File: src/rtl/toom3_gf2_scheduler.sv
// toom3_gf2_scheduler
//
// Time-multiplexed 12x13-bit carry-less (GF(2)[x]) multiplier. Operand A is
// split into three 4-bit segments at offsets 0/4/8 and operand B into
// 5/4/4-bit segments at offsets 0/5/9. The nine segment products are fed one
// bit of the A-segment per cycle through a single shift-and-XOR step, each
// contribution landing directly at its final bit position in a 25-bit
// accumulator.
//
// Handshakes (both ports): a transfer happens on a rising clk edge where
// valid and ready are both high. The producer holds valid and its payload
// stable until that edge. in_ready is a pure function of state (high only in
// IDLE). out_valid is held with c stable until out_ready is seen.
//
// Latency is fixed: handshake edge, 36 MUL cycles (9 terms x 4 bits), then
// the result is presented in DONE. There is no zero-skipping.

module toom3_gf2_scheduler (
    input  logic        clk,
    input  logic        rst,
    input  logic        in_valid,
    output logic        in_ready,
    input  logic [11:0] a,
    input  logic [12:0] b,
    output logic        out_valid,
    input  logic        out_ready,
    output logic [24:0] c,
    output logic        busy,
    output logic [3:0]  term_idx
);

    typedef enum logic [1:0] {
        IDLE = 2'd0,
        MUL  = 2'd1,
        DONE = 2'd2
    } state_t;

    state_t      state;
    state_t      state_nxt;

    // Latched operands, captured on the input handshake.
    logic [11:0] a_q;
    logic [12:0] b_q;

    // Running product and the registered result.
    logic [24:0] acc;
    logic [24:0] acc_nxt;
    logic [24:0] c_q;

    // Bit position inside the current A-segment and the term counter.
    logic [1:0]  k;
    logic [3:0]  idx;

    // Per-term operand selection.
    logic [1:0]  sel_a;
    logic [1:0]  sel_b;
    logic [3:0]  ai;
    logic [4:0]  bj;
    logic [3:0]  oa;
    logic [3:0]  ob;
    logic [4:0]  shamt;
    logic [24:0] step_term;
    logic        last_step;

    // Fixed term order: segment pairs sorted by i+j, so lower-order
    // contributions are accumulated first.
    always_comb begin
        sel_a = 2'd0;
        sel_b = 2'd0;
        case (idx)
            4'd0:    begin sel_a = 2'd0; sel_b = 2'd0; end
            4'd1:    begin sel_a = 2'd0; sel_b = 2'd1; end
            4'd2:    begin sel_a = 2'd1; sel_b = 2'd0; end
            4'd3:    begin sel_a = 2'd0; sel_b = 2'd2; end
            4'd4:    begin sel_a = 2'd1; sel_b = 2'd1; end
            4'd5:    begin sel_a = 2'd2; sel_b = 2'd0; end
            4'd6:    begin sel_a = 2'd1; sel_b = 2'd2; end
            4'd7:    begin sel_a = 2'd2; sel_b = 2'd1; end
            4'd8:    begin sel_a = 2'd2; sel_b = 2'd2; end
            default: begin sel_a = 2'd0; sel_b = 2'd0; end
        endcase
    end

    // Segment extraction and their bit offsets within the full operands.
    always_comb begin
        ai = 4'd0;
        oa = 4'd0;
        bj = 5'd0;
        ob = 4'd0;
        case (sel_a)
            2'd0:    begin ai = a_q[3:0];  oa = 4'd0; end
            2'd1:    begin ai = a_q[7:4];  oa = 4'd4; end
            default: begin ai = a_q[11:8]; oa = 4'd8; end
        endcase
        case (sel_b)
            2'd0:    begin bj = b_q[4:0];          ob = 4'd0; end
            2'd1:    begin bj = {1'b0, b_q[8:5]};  ob = 4'd5; end
            default: begin bj = {1'b0, b_q[12:9]}; ob = 4'd9; end
        endcase
    end

    // One engine step: XOR the shifted B-segment in when the selected
    // A-segment bit is set. The largest shift is 8+9+3=20 on a 4-bit
    // segment, so nothing reaches bit 24.
    always_comb begin
        shamt     = {1'b0, oa} + {1'b0, ob} + {3'b000, k};
        step_term = {20'd0, bj} << shamt;
        acc_nxt   = ai[k] ? (acc ^ step_term) : acc;
        last_step = (idx == 4'd8) && (k == 2'd3);
    end

    // State register.
    always_ff @(posedge clk) begin
        if (rst) begin
            state <= IDLE;
        end else begin
            state <= state_nxt;
        end
    end

    // Next-state and handshake/status outputs.
    always_comb begin
        state_nxt = state;
        in_ready  = 1'b0;
        out_valid = 1'b0;
        busy      = 1'b0;
        case (state)
            IDLE: begin
                in_ready = 1'b1;
                if (in_valid) begin
                    state_nxt = MUL;
                end
            end
            MUL: begin
                busy = 1'b1;
                if (last_step) begin
                    state_nxt = DONE;
                end
            end
            DONE: begin
                out_valid = 1'b1;
                if (out_ready) begin
                    state_nxt = IDLE;
                end
            end
            default: begin
                state_nxt = IDLE;
            end
        endcase
    end

    // Datapath: operand capture, accumulation, counters and result load.
    always_ff @(posedge clk) begin
        if (rst) begin
            a_q <= 12'd0;
            b_q <= 13'd0;
            acc <= 25'd0;
            c_q <= 25'd0;
            k   <= 2'd0;
            idx <= 4'd0;
        end else begin
            case (state)
                IDLE: begin
                    if (in_valid) begin
                        a_q <= a;
                        b_q <= b;
                        acc <= 25'd0;
                        k   <= 2'd0;
                        idx <= 4'd0;
                    end
                end
                MUL: begin
                    acc <= acc_nxt;
                    k   <= k + 2'd1;
                    if (k == 2'd3) begin
                        if (last_step) begin
                            c_q <= acc_nxt;
                            idx <= 4'd0;
                        end else begin
                            idx <= idx + 4'd1;
                        end
                    end
                end
                default: begin
                end
            endcase
        end
    end

    assign c        = c_q;
    assign term_idx = idx;

endmodule
File: config.mk
export PLATFORM = sky130hd
export DESIGN_NAME = toom3_gf2_scheduler
export DESIGN_NICKNAME = d
export VERILOG_FILES = /design/src/rtl/toom3_gf2_scheduler.sv
export SDC_FILE = /design/constraint.sdc
export NUM_CORES = 1
export LEC_CHECK = 0
export ABC_AREA = 1
export BUFFER_PORTS_ARGS = -buffer_cell sky130_fd_sc_hd__buf_2
export CAP_MARGIN = 40
export CORE_MARGIN = 3
export CORE_UTILIZATION = 58
export CTS_CLUSTER_SIZE = 28
export DETAILED_ROUTE_END_ITERATION = 10
export GPL_ROUTABILITY_DRIVEN = 0
export PLACE_DENSITY = 0.79
export SLEW_MARGIN = 0
export SYNTH_ARGS = -nofsm -noshare
export SYNTH_HDL_FRONTEND = slang
export SYNTH_SLANG_ARGS = --single-unit
File: constraint.sdc
create_clock -name clk -period 2.8 [get_ports clk]
set_clock_uncertainty 0.1 [all_clocks]
set_input_delay 0.56 -clock clk [delete_from_list [all_inputs] [get_ports clk]]
set_output_delay 0.56 -clock clk [all_outputs]
set_load 0.05 [all_outputs]
Yosys cells after proc, flatten, opt, wreduce, memory -nomap -nowiden. Memory sizes are Yosys's and may differ from the RTL's. A register that Yosys moved wholly into a read port is not among the register bits. Cells that the tools add are included.

Flip-flop bits (word level): 83. Memory bits (read-only): 64. Output and inout port bits: 32. Memories: 1.

Add/sub/neg operators: 4. Order comparisons: 1. Eq/ne operators: 10. Shift-type cells: 1. Multiplexer cells: 24. Bitwise logic cells: 1. Reduce and logical (&&, ||, !) cells: 10.

Memory list: (no name shown) (depth 16, width 4, rd ports 1, clocked after memory_dff 1, wr ports 0, line 70) `case (idx)`.

Operators with widths (count): $mux W25 (2); $pmux W25 S2 (1); $pmux W4 S2 (4); $shl A5 B5 Y25 (1); $xor A25 B25 Y25 (1); $mux W4 (5); $pmux W5 S2 (1); $reduce_and A3 Y1 (3); $mux W2 (4); $ne A2 B2 Y1 const B (4); $eq A2 B1 Y1 const B (3); $logic_not A2 Y1 (3); $pmux W2 S3 (1); $add A4 B4 Y5 (1); $add A5 B2 Y5 (1); $add A4 B1 Y4 const B (1); $eq A2 B2 Y1 const B (2); $eq A4 B4 Y1 const B (1); $mux W1 (4); $pmux W2 S2 (1); $reduce_and A2 Y1 (2); $lt A2 B3 Y1 const B (1); $add A2 B1 Y2 const B (1); $bmux W1 S2 (1); other kinds (2) (2).

Logic depth before layout (Yosys ltp). Gate-level depths: netlist of the first run.

Word-level depth: 8. Mapped depth: 16. Depth with buffers taken out: 16.

Worst setup path after synthesis of the first run. OpenSTA, ideal clock, no wires.

Kind: register to register. From: register state[1]. To: register, netlist name sel_b[1]. Arrival: 2.477 ns. Slack: 0.101 ns. Cell stages (with the launch flop): 14. Clock period less this slack: 2.699 ns. Path through: dfxtp_1 > nor2_1 > nand2_1 > nand2_2 > inv_2 > o21ai_0 > o21ai_0 > nor2_1 > inv_1 > ha_1 > inv_1 > nand2_1 > o21ai_0 > o21ai_0.

Word-level cells in the longest chain between the ends: 5. Elaborated cells on any way between the ends: 9. Those cells by class: eq/ne: 3; mux: 3; reduce/logical: 3.

Ends and longest elaborated chain: from (decl) (line 38) `state_t state;`; from (signal assigned) (line 117) `state <= state_nxt;`; $eq A2 B1 Y1 or $logic_not A2 Y1 (tied branches) (line 162) `case (state)`; $ne A2 B2 Y1 (no line) or $reduce_bool A2 Y1 (tied branches); $reduce_and A3 Y1 (no line); $mux W4 (no line) (*) (2 in series).

Mark *: on every way between the ends. The rest lies on a longest branch, timed or not. A chain may end at the register's enable or synchronous reset.

Final worst setup path of the first run.
From: register, netlist name sel_b[1]. To: register c_q[7], in the netlist c[7].

Word-level cells in the longest chain between the ends: 7. Elaborated cells on any way between the ends: 9. Those cells by class: add/sub: 2; eq/ne: 1; shift: 1; mux: 3; bitwise: 1; reduce/logical: 1.

Ends and longest elaborated chain: $eq A2 B1 Y1 or $logic_not A2 Y1 (tied branches) (line 95) `case (sel_b)`; $pmux W4 S2 (line 95); $add A4 B4 Y5 (line 106) `shamt = {1'b0, oa} + {1'b0, ob} + {3'b000, k};`; $add A5 B2 Y5 (line 106); $shl A5 B5 Y25 (*) (line 107) `step_term = {20'd0, bj} << shamt;`; $xor A25 B25 Y25 (*) (line 108) `acc_nxt = ai[k] ? (acc ^ step_term) : acc;`; $mux W25 (*) (line 108); to (signal assigned) (line 177) `c_q <= acc_nxt;`; to (decl) (line 48) `logic [24:0] c_q;`.

Marks and branches as above.

==> results.cfg, run 1 <==
[routing]
viasPerCell = 5.49
drtAntennaViolNets = 0
wl_mm = 10.9
drt_iter0_drc = 296
route.detailed.drc = 0
vias = 4438
wl_per_cell_um = 13.5
drtPass1Iterations = 5

[clock_tree]
holdBufCountCts = 0
path_clk_slew_ns = 0.09
cts_max_path_buffers = 2
cts_tree = yes
cts_resized = 0
cts_setup_buffers = 0
clk_latency_ns = 0.37
cts_htree_levels = 3
numCtsBuffers = 9
cts-root-buf = clkbuf_8
cts_sinks = 87

[power]
p_int_uw = 1800
pwr-share-comb_pct = 15.5
p_per_area_mw_per_mm2 = 500
seqPwrFrac_pct = 50.6
power_uw = 2550
switching_share_pct = 29.4
p_switching_uw = 750
p_leak_uw = 0.00237
p_clk_share_pct = 33.9
ir_drop_v = 0.000269

[setup_path]
crit_required_ns = 2.97
crit_chain = nor2_4, inv_1, ha_1, ha_2, inv_1, nor2_1, nand2_1, nand2_1, nand3_1, nand2_1, nand2_1, o21ai_1, inv_1
cp_slowest_stage_delay_ns = 0.43
cp_max_fo = 9
crit_slowest_cell = ha_2
reg2reg_depth = 13
cp-start-kind = register
critPathArrivalTime_ns = 2.69
regToRegEndpoint = c[7]$_SDFFE_PP0P_
path_class = register to register
r2r_setup_slack_ns = 0.29
reg2reg_from = sel_b[1]$_DFF_P_
cp_common_cell = nand2_1
end_kind = register

[placement]
io_buffer_count = 60
dpl.cell_count = 792
place_hpwl_mm = 7.89

[logic_synthesis]
synthTopCellsByArea = dfxtp_1 38%, nand2_1 13%, a21oi_1 7.6%, inv_1 6.5%, nand3_1 6.3%
synthCells = 656
ys_seq_area_share_pct = 38.4
synth_top_area_cell = dfxtp_1
synthDistinctLibCells = 36
ys_ff_latch = 87
synth_fa_ha_area_share_pct = 3.03
synth_top_family_by_area = simple AND/OR/NAND/NOR gates
synth_mux_area_share_pct = 0
netlist_area_mm2 = 0.00454
synth_top_cell_area_share_pct = 38.4
synth_compound_area_share_pct = 17.2
synth_xor_area_share_pct = 1.13
synth_edf_count = 0
ys_warn_count = 0
yosys-top-cells-count = 155 x nand2_1, 87 x dfxtp_1, 79 x inv_1
synth_flop_cell = dfxtp_1
synth_nets = 696
synth_simple_gate_area_share_pct = 30.3
syn_area_per_cell_um2 = 6.92
synth.most_common_cell = nand2_1
synthArstFlopShare_pct = 0

[floorplan]
die_width_um = 94.5
die_area_mm2 = 0.00892
core_area_mm2 = 0.00741
initial_core_util_pct = 61.3
fp-row-count = 31
io_pins = 61
die_h_um = 94.5

[grt]
grt_max_degree = 51
grt_usage_pct = 25.9
antenna_found_initial = 0
grt_pass1_wl_mm = 18.5
grt_overflow_total = 0
first_global_vias = 4155

[status]
status = completed

[timing]
setup_tns_ns = 0
period_share_pct = 89.8
worstMarginPinSlew_ns = 0.480
final-max-slew-violation-count = 0
relSlewSlack_pct = 68.0
hold_violations = 0
post-route-min-period_ns = 2.51
setup_viol = 0
fmax_ghz = 0.398
whs_ns = 0.343
rsz0062_at_grt = false

[min_path]
worstHoldStart = out_ready
hold_end = state[1]$_SDFFE_PP0P_
holdPathStages = 4
hold_class = input pin to register

[finish]
fin_util_pct = 68.9
layout.nets = 744
diodes = 0
area_delta_synth_final_pct = 12.4
finalNonFillerCells = 808
final_layout_size_suffix_gt1_share_pct = 17.5

[job]
maxCapViolCount = 0
## sequential cells by signal (all words and copies together) (netlist names)
register	flops
a_q	12
b_q	13
acc	25
sel_b	2
term_idx	4
c	25
state	2
k	2
sel_a	2
## metal layers
| layer | wire length (um) | vias up | GRT usage, % |
|---|---|---|---|
| li1 | - | 2230 | - |
| met3 | 711 | 22 | 5.42 |
| met4 | 151 | 0 | 7.57 |
| met2 | 5000 | 155 | 43.0 |
| met1 | 5080 | 2031 | 34.2 |
| met5 | 0 | - | 0 |
## how the worst max path moves through the flow
stage | from | endpoint | slack, ns | cells after the start
2_1_floorplan | state[1]$_SDFFE_PP0P_ | sel_b[1]$_DFF_P_ | 0.10 | 13
3_3_place_gp | sel_b[1]$_DFF_P_ | c[3]$_SDFFE_PP0P_ | 0.26 | 13
3_5_place_dp | sel_b[1]$_DFF_P_ | c[3]$_SDFFE_PP0P_ | 0.15 | 13
4_1_cts | sel_b[1]$_DFF_P_ | c[3]$_SDFFE_PP0P_ | 0.12 | 13
5_1_grt | sel_b[1]$_DFF_P_ | acc[23]$_SDFFE_PP0P_ | 0.04 | 12
6_report | sel_b[1]$_DFF_P_ | c[7]$_SDFFE_PP0P_ | 0.29 | 13
## logic make-up after synthesis
group,Yosys count
AO/OA/AOI/OAI,142
XOR/XNOR,5
adder cells (fa/ha/maj),11
buffers and inverters,114
flip-flops,87
AND/OR/NAND/NOR,297
## critical path: cells and delay by family (launching register included)
family	cells	cell delay (ns)
AND/OR/NAND/NOR	7	0.90
adder cells (fa/ha/maj)	2	0.63
flip-flops	1	0.40
AO/OA/AOI/OAI	1	0.13
buffers and inverters	3	0.24
## area by class of cell
cell class / instances / area, um2
tap: 99 / 124
fill: 646 / 2310
clock buffer: 11 / 131
timing repair buffer: 69 / 375
inverter: 82 / 308
sequential: 87 / 1740
multi-input combinational: 455 / 2360
clock inverter: 5 / 58.8
## metrics by stage
step	setup WS, ns	cell area, um2
floorplan	0.101	4540
global placement	0.260	4880
detailed placement	0.148	4900
CTS	0.119	5090
global route	0.0359	5100
finish	0.287	5100
## power groups by stage
stage / logic (uW) / clock network (uW) / registers [uW]
3_5_place_dp: 386 / 0 / 1320
4_1_cts: 388 / 874 / 1290
3_3_place_gp: 369 / 0 / 1320
2_1_floorplan: 290 / 0 / 1320
6_report: 397 / 865 / 1290
5_1_grt: 440 / 930 / 1290
## placed cells by master (no fill, tap or decap), types with 2 or more instances in the layout
cell type	netlist	layout
clkbuf_1	26	2
nand3b_1	3	3
a21oi_2	7	7
ha_1	11	10
o21ai_1	11	11
nand3_1	57	57
a21oi_1	69	69
clkbuf_8	0	9
nand2_1	155	155
xor2_1	3	3
buf_2	1	60
nand3_2	3	3
nor2_1	36	34
buf_4	2	8
nand2_2	6	6
nor2_2	9	10
nor2_4	2	3
dfxtp_1	87	87
nand4_1	20	20
a21o_1	6	6
inv_1	79	79
clkinvlp_4	0	2
inv_2	3	3
o21ai_0	44	44
Power figures use the tool's default switching activity.
==> inputs of run 2 (changes only) <==
- PLACE_DENSITY: 0.79 -> not set
- PLACE_DENSITY_LB_ADDON: not set -> 0.25
==> run 2 against run 1 <==
Compared with the run above:
- sequential share of layout area barely moved
- first-iteration DRC count fell by 27%
- sequential power barely moved
- largest cell class unchanged
- cell area fell by 0.12%
- count of clock-buffer cells in the layout rose by 1
- core utilization fell by 0.084 points
- setup slack got worse by 0.027 ns
- critical path depth did not move
- largest power group unchanged
- register-to-register slack got worse by 0.03 ns
- clock power fell by 5.4%
- wire length fell by 4.3%
- global-route usage fell by 1.1 points
==> results.cfg, run 2 (synthesis results as in run 1) <==
[finish]
area_delta_synth_final_pct = 12.3
diodes = 0
final_layout_size_suffix_gt1_share_pct = 17.6
layout_common_cells = 155 x nand2_1, 87 x dfxtp_1, 79 x inv_1
layout.nets = 744
fin_area_mm2 = 0.00510
final_common_cell = nand2_1

[timing]
period_share_pct = 90.7
worstMarginPinSlew_ns = 0.474
relSlewSlack_pct = 68.4
hold_violations = 0
post-route-min-period_ns = 2.54
setup_viol = 0
fmax_ghz = 0.394
final-max-slew-violation-count = 0

[power]
p_switching_uw = 735
p_leak_uw = 0.00237
switching_share_pct = 29.4
p_int_uw = 1760
power_uw = 2500
pwr-share-comb_pct = 15.6
ir_drop_v = 0.000290
seqPwrFrac_pct = 51.7
p_clk_share_pct = 32.7
p_per_area_mw_per_mm2 = 490

[routing]
drtPass1Iterations = 5
drt_iter0_drc = 216
route.detailed.drc = 0
viasPerCell = 5.33
vias = 4307
drtAntennaViolNets = 0
wl_mm = 10.5
wl_per_cell_um = 13.0

[setup_path]
cp_common_cell = inv_1
crit_path_end = c[8]$_SDFFE_PP0P_
cp_max_fo = 7
cp_slowest_stage_delay_ns = 0.41
crit_chain = nor2_4, inv_1, ha_1, inv_1, nand4_1, nor2_2, nand2_2, a21oi_2, nand3_1, nand2_1, nand2_1, o21ai_1, inv_1
crit_slowest_cell = dfxtp_1
regToRegEndpoint = c[8]$_SDFFE_PP0P_
crit_required_ns = 2.95
path_class = register to register
cp-start-kind = register
startpoint = sel_b[1]$_DFF_P_
reg2reg_depth = 13
reg2reg_from = sel_b[1]$_DFF_P_
r2r_setup_slack_ns = 0.26
critPathArrivalTime_ns = 2.70
end_kind = register

[grt]
grt_overflow_total = 0
first_global_vias = 4136
grt_usage_pct = 24.8
antenna_found_initial = 0
grt_pass1_wl_mm = 17.8
grt_max_degree = 51

[floorplan]
die_width_um = 94.5
core_area_mm2 = 0.00741
initial_core_util_pct = 61.3
die_h_um = 94.5
io_pins = 61
die_area_mm2 = 0.00892
fp-row-count = 31

[clock_tree]
cts_tree = yes
cts_setup_buffers = 0
cts-root-buf = clkbuf_8
holdBufCountCts = 0
numCtsBuffers = 9
cts_resized = 0
cts_max_path_buffers = 2
clk_latency_ns = 0.35
cts_htree_levels = 3
cts_sinks = 87
path_clk_slew_ns = 0.09

[placement]
place_area_mm2 = 0.00490
io_buffer_count = 60
place_hpwl_mm = 7.54

[status]
status = completed

[job]
maxCapViolCount = 0

[min_path]
hold_class = register to register
==> run 2: how the worst min path moves through the flow <==
stage	start	to	slack, ns	depth (start not counted)
final	b_q[1]$_SDFFE_PP0P_	b_q[1]$_SDFFE_PP0P_	0.36	2
after global routing	b_q[10]$_SDFFE_PP0P_	b_q[10]$_SDFFE_PP0P_	0.38	2
after CTS	out_ready	state[1]$_SDFFE_PP0P_	0.35	4
after detailed placement	b_q[1]$_SDFFE_PP0P_	b_q[1]$_SDFFE_PP0P_	0.35	2
after global placement	a_q[2]$_SDFFE_PP0P_	a_q[2]$_SDFFE_PP0P_	0.35	2
after floorplan	b_q[10]$_SDFFE_PP0P_	b_q[10]$_SDFFE_PP0P_	0.33	2
==> run 2: final cells by class <==
| type | count | area (um2) |
|---|---|---|
| inverters | 82 | 308 |
| flip-flops and latches | 87 | 1740 |
| repair buffers | 69 | 375 |
| well taps | 99 | 124 |
| clock buffers | 12 | 155 |
| multi-input cells | 455 | 2360 |
| clock inverters | 4 | 28.8 |
| fillers | 636 | 2310 |
==> run 2: power by group through the flow <==
stage / logic [uW] / registers (uW) / clock network [uW]
finish: 390 / 1290 / 818
global route: 438 / 1290 / 872
CTS: 383 / 1290 / 825
detailed placement: 381 / 1320 / 0
global placement: 371 / 1320 / 0
floorplan: 290 / 1320 / 0
==> run 2: critical path: cells and delay by family (launching register included) <==
kind                       cells  cell delay [ns]
AOI/OAI and AO/OA              2             0.36
adders and majority gates      1             0.36
buffers and inverters          3             0.30
DFF                            1             0.41
and+or+nand+nor                7             0.90
==> run 2: stage by stage <==
stage	worst slack, ns	cells	hold slack [ns]	util (%)	TNS, ns
final	0.259	808	0.357	68.8	0
after global routing	-0.000390	808	0.376	68.8	-0.000390
after CTS	0.133	808	0.353	68.6	0
after detailed placement	0.154	792	0.348	66.1	0
after global placement	0.239	791	0.348	65.9	0
after floorplan	0.101	656	0.329	-	0
==> run 2: layer usage <==
layer  vias to the layer above  global-route usage [%]  routed length, um
met1                      1943                    32.3               4880
met4                         0                    9.86                156
met2                       124                    41.4               4840
met5                         -                       0                  0
met3                        13                    3.59                591
li1                       2227                       -                  -
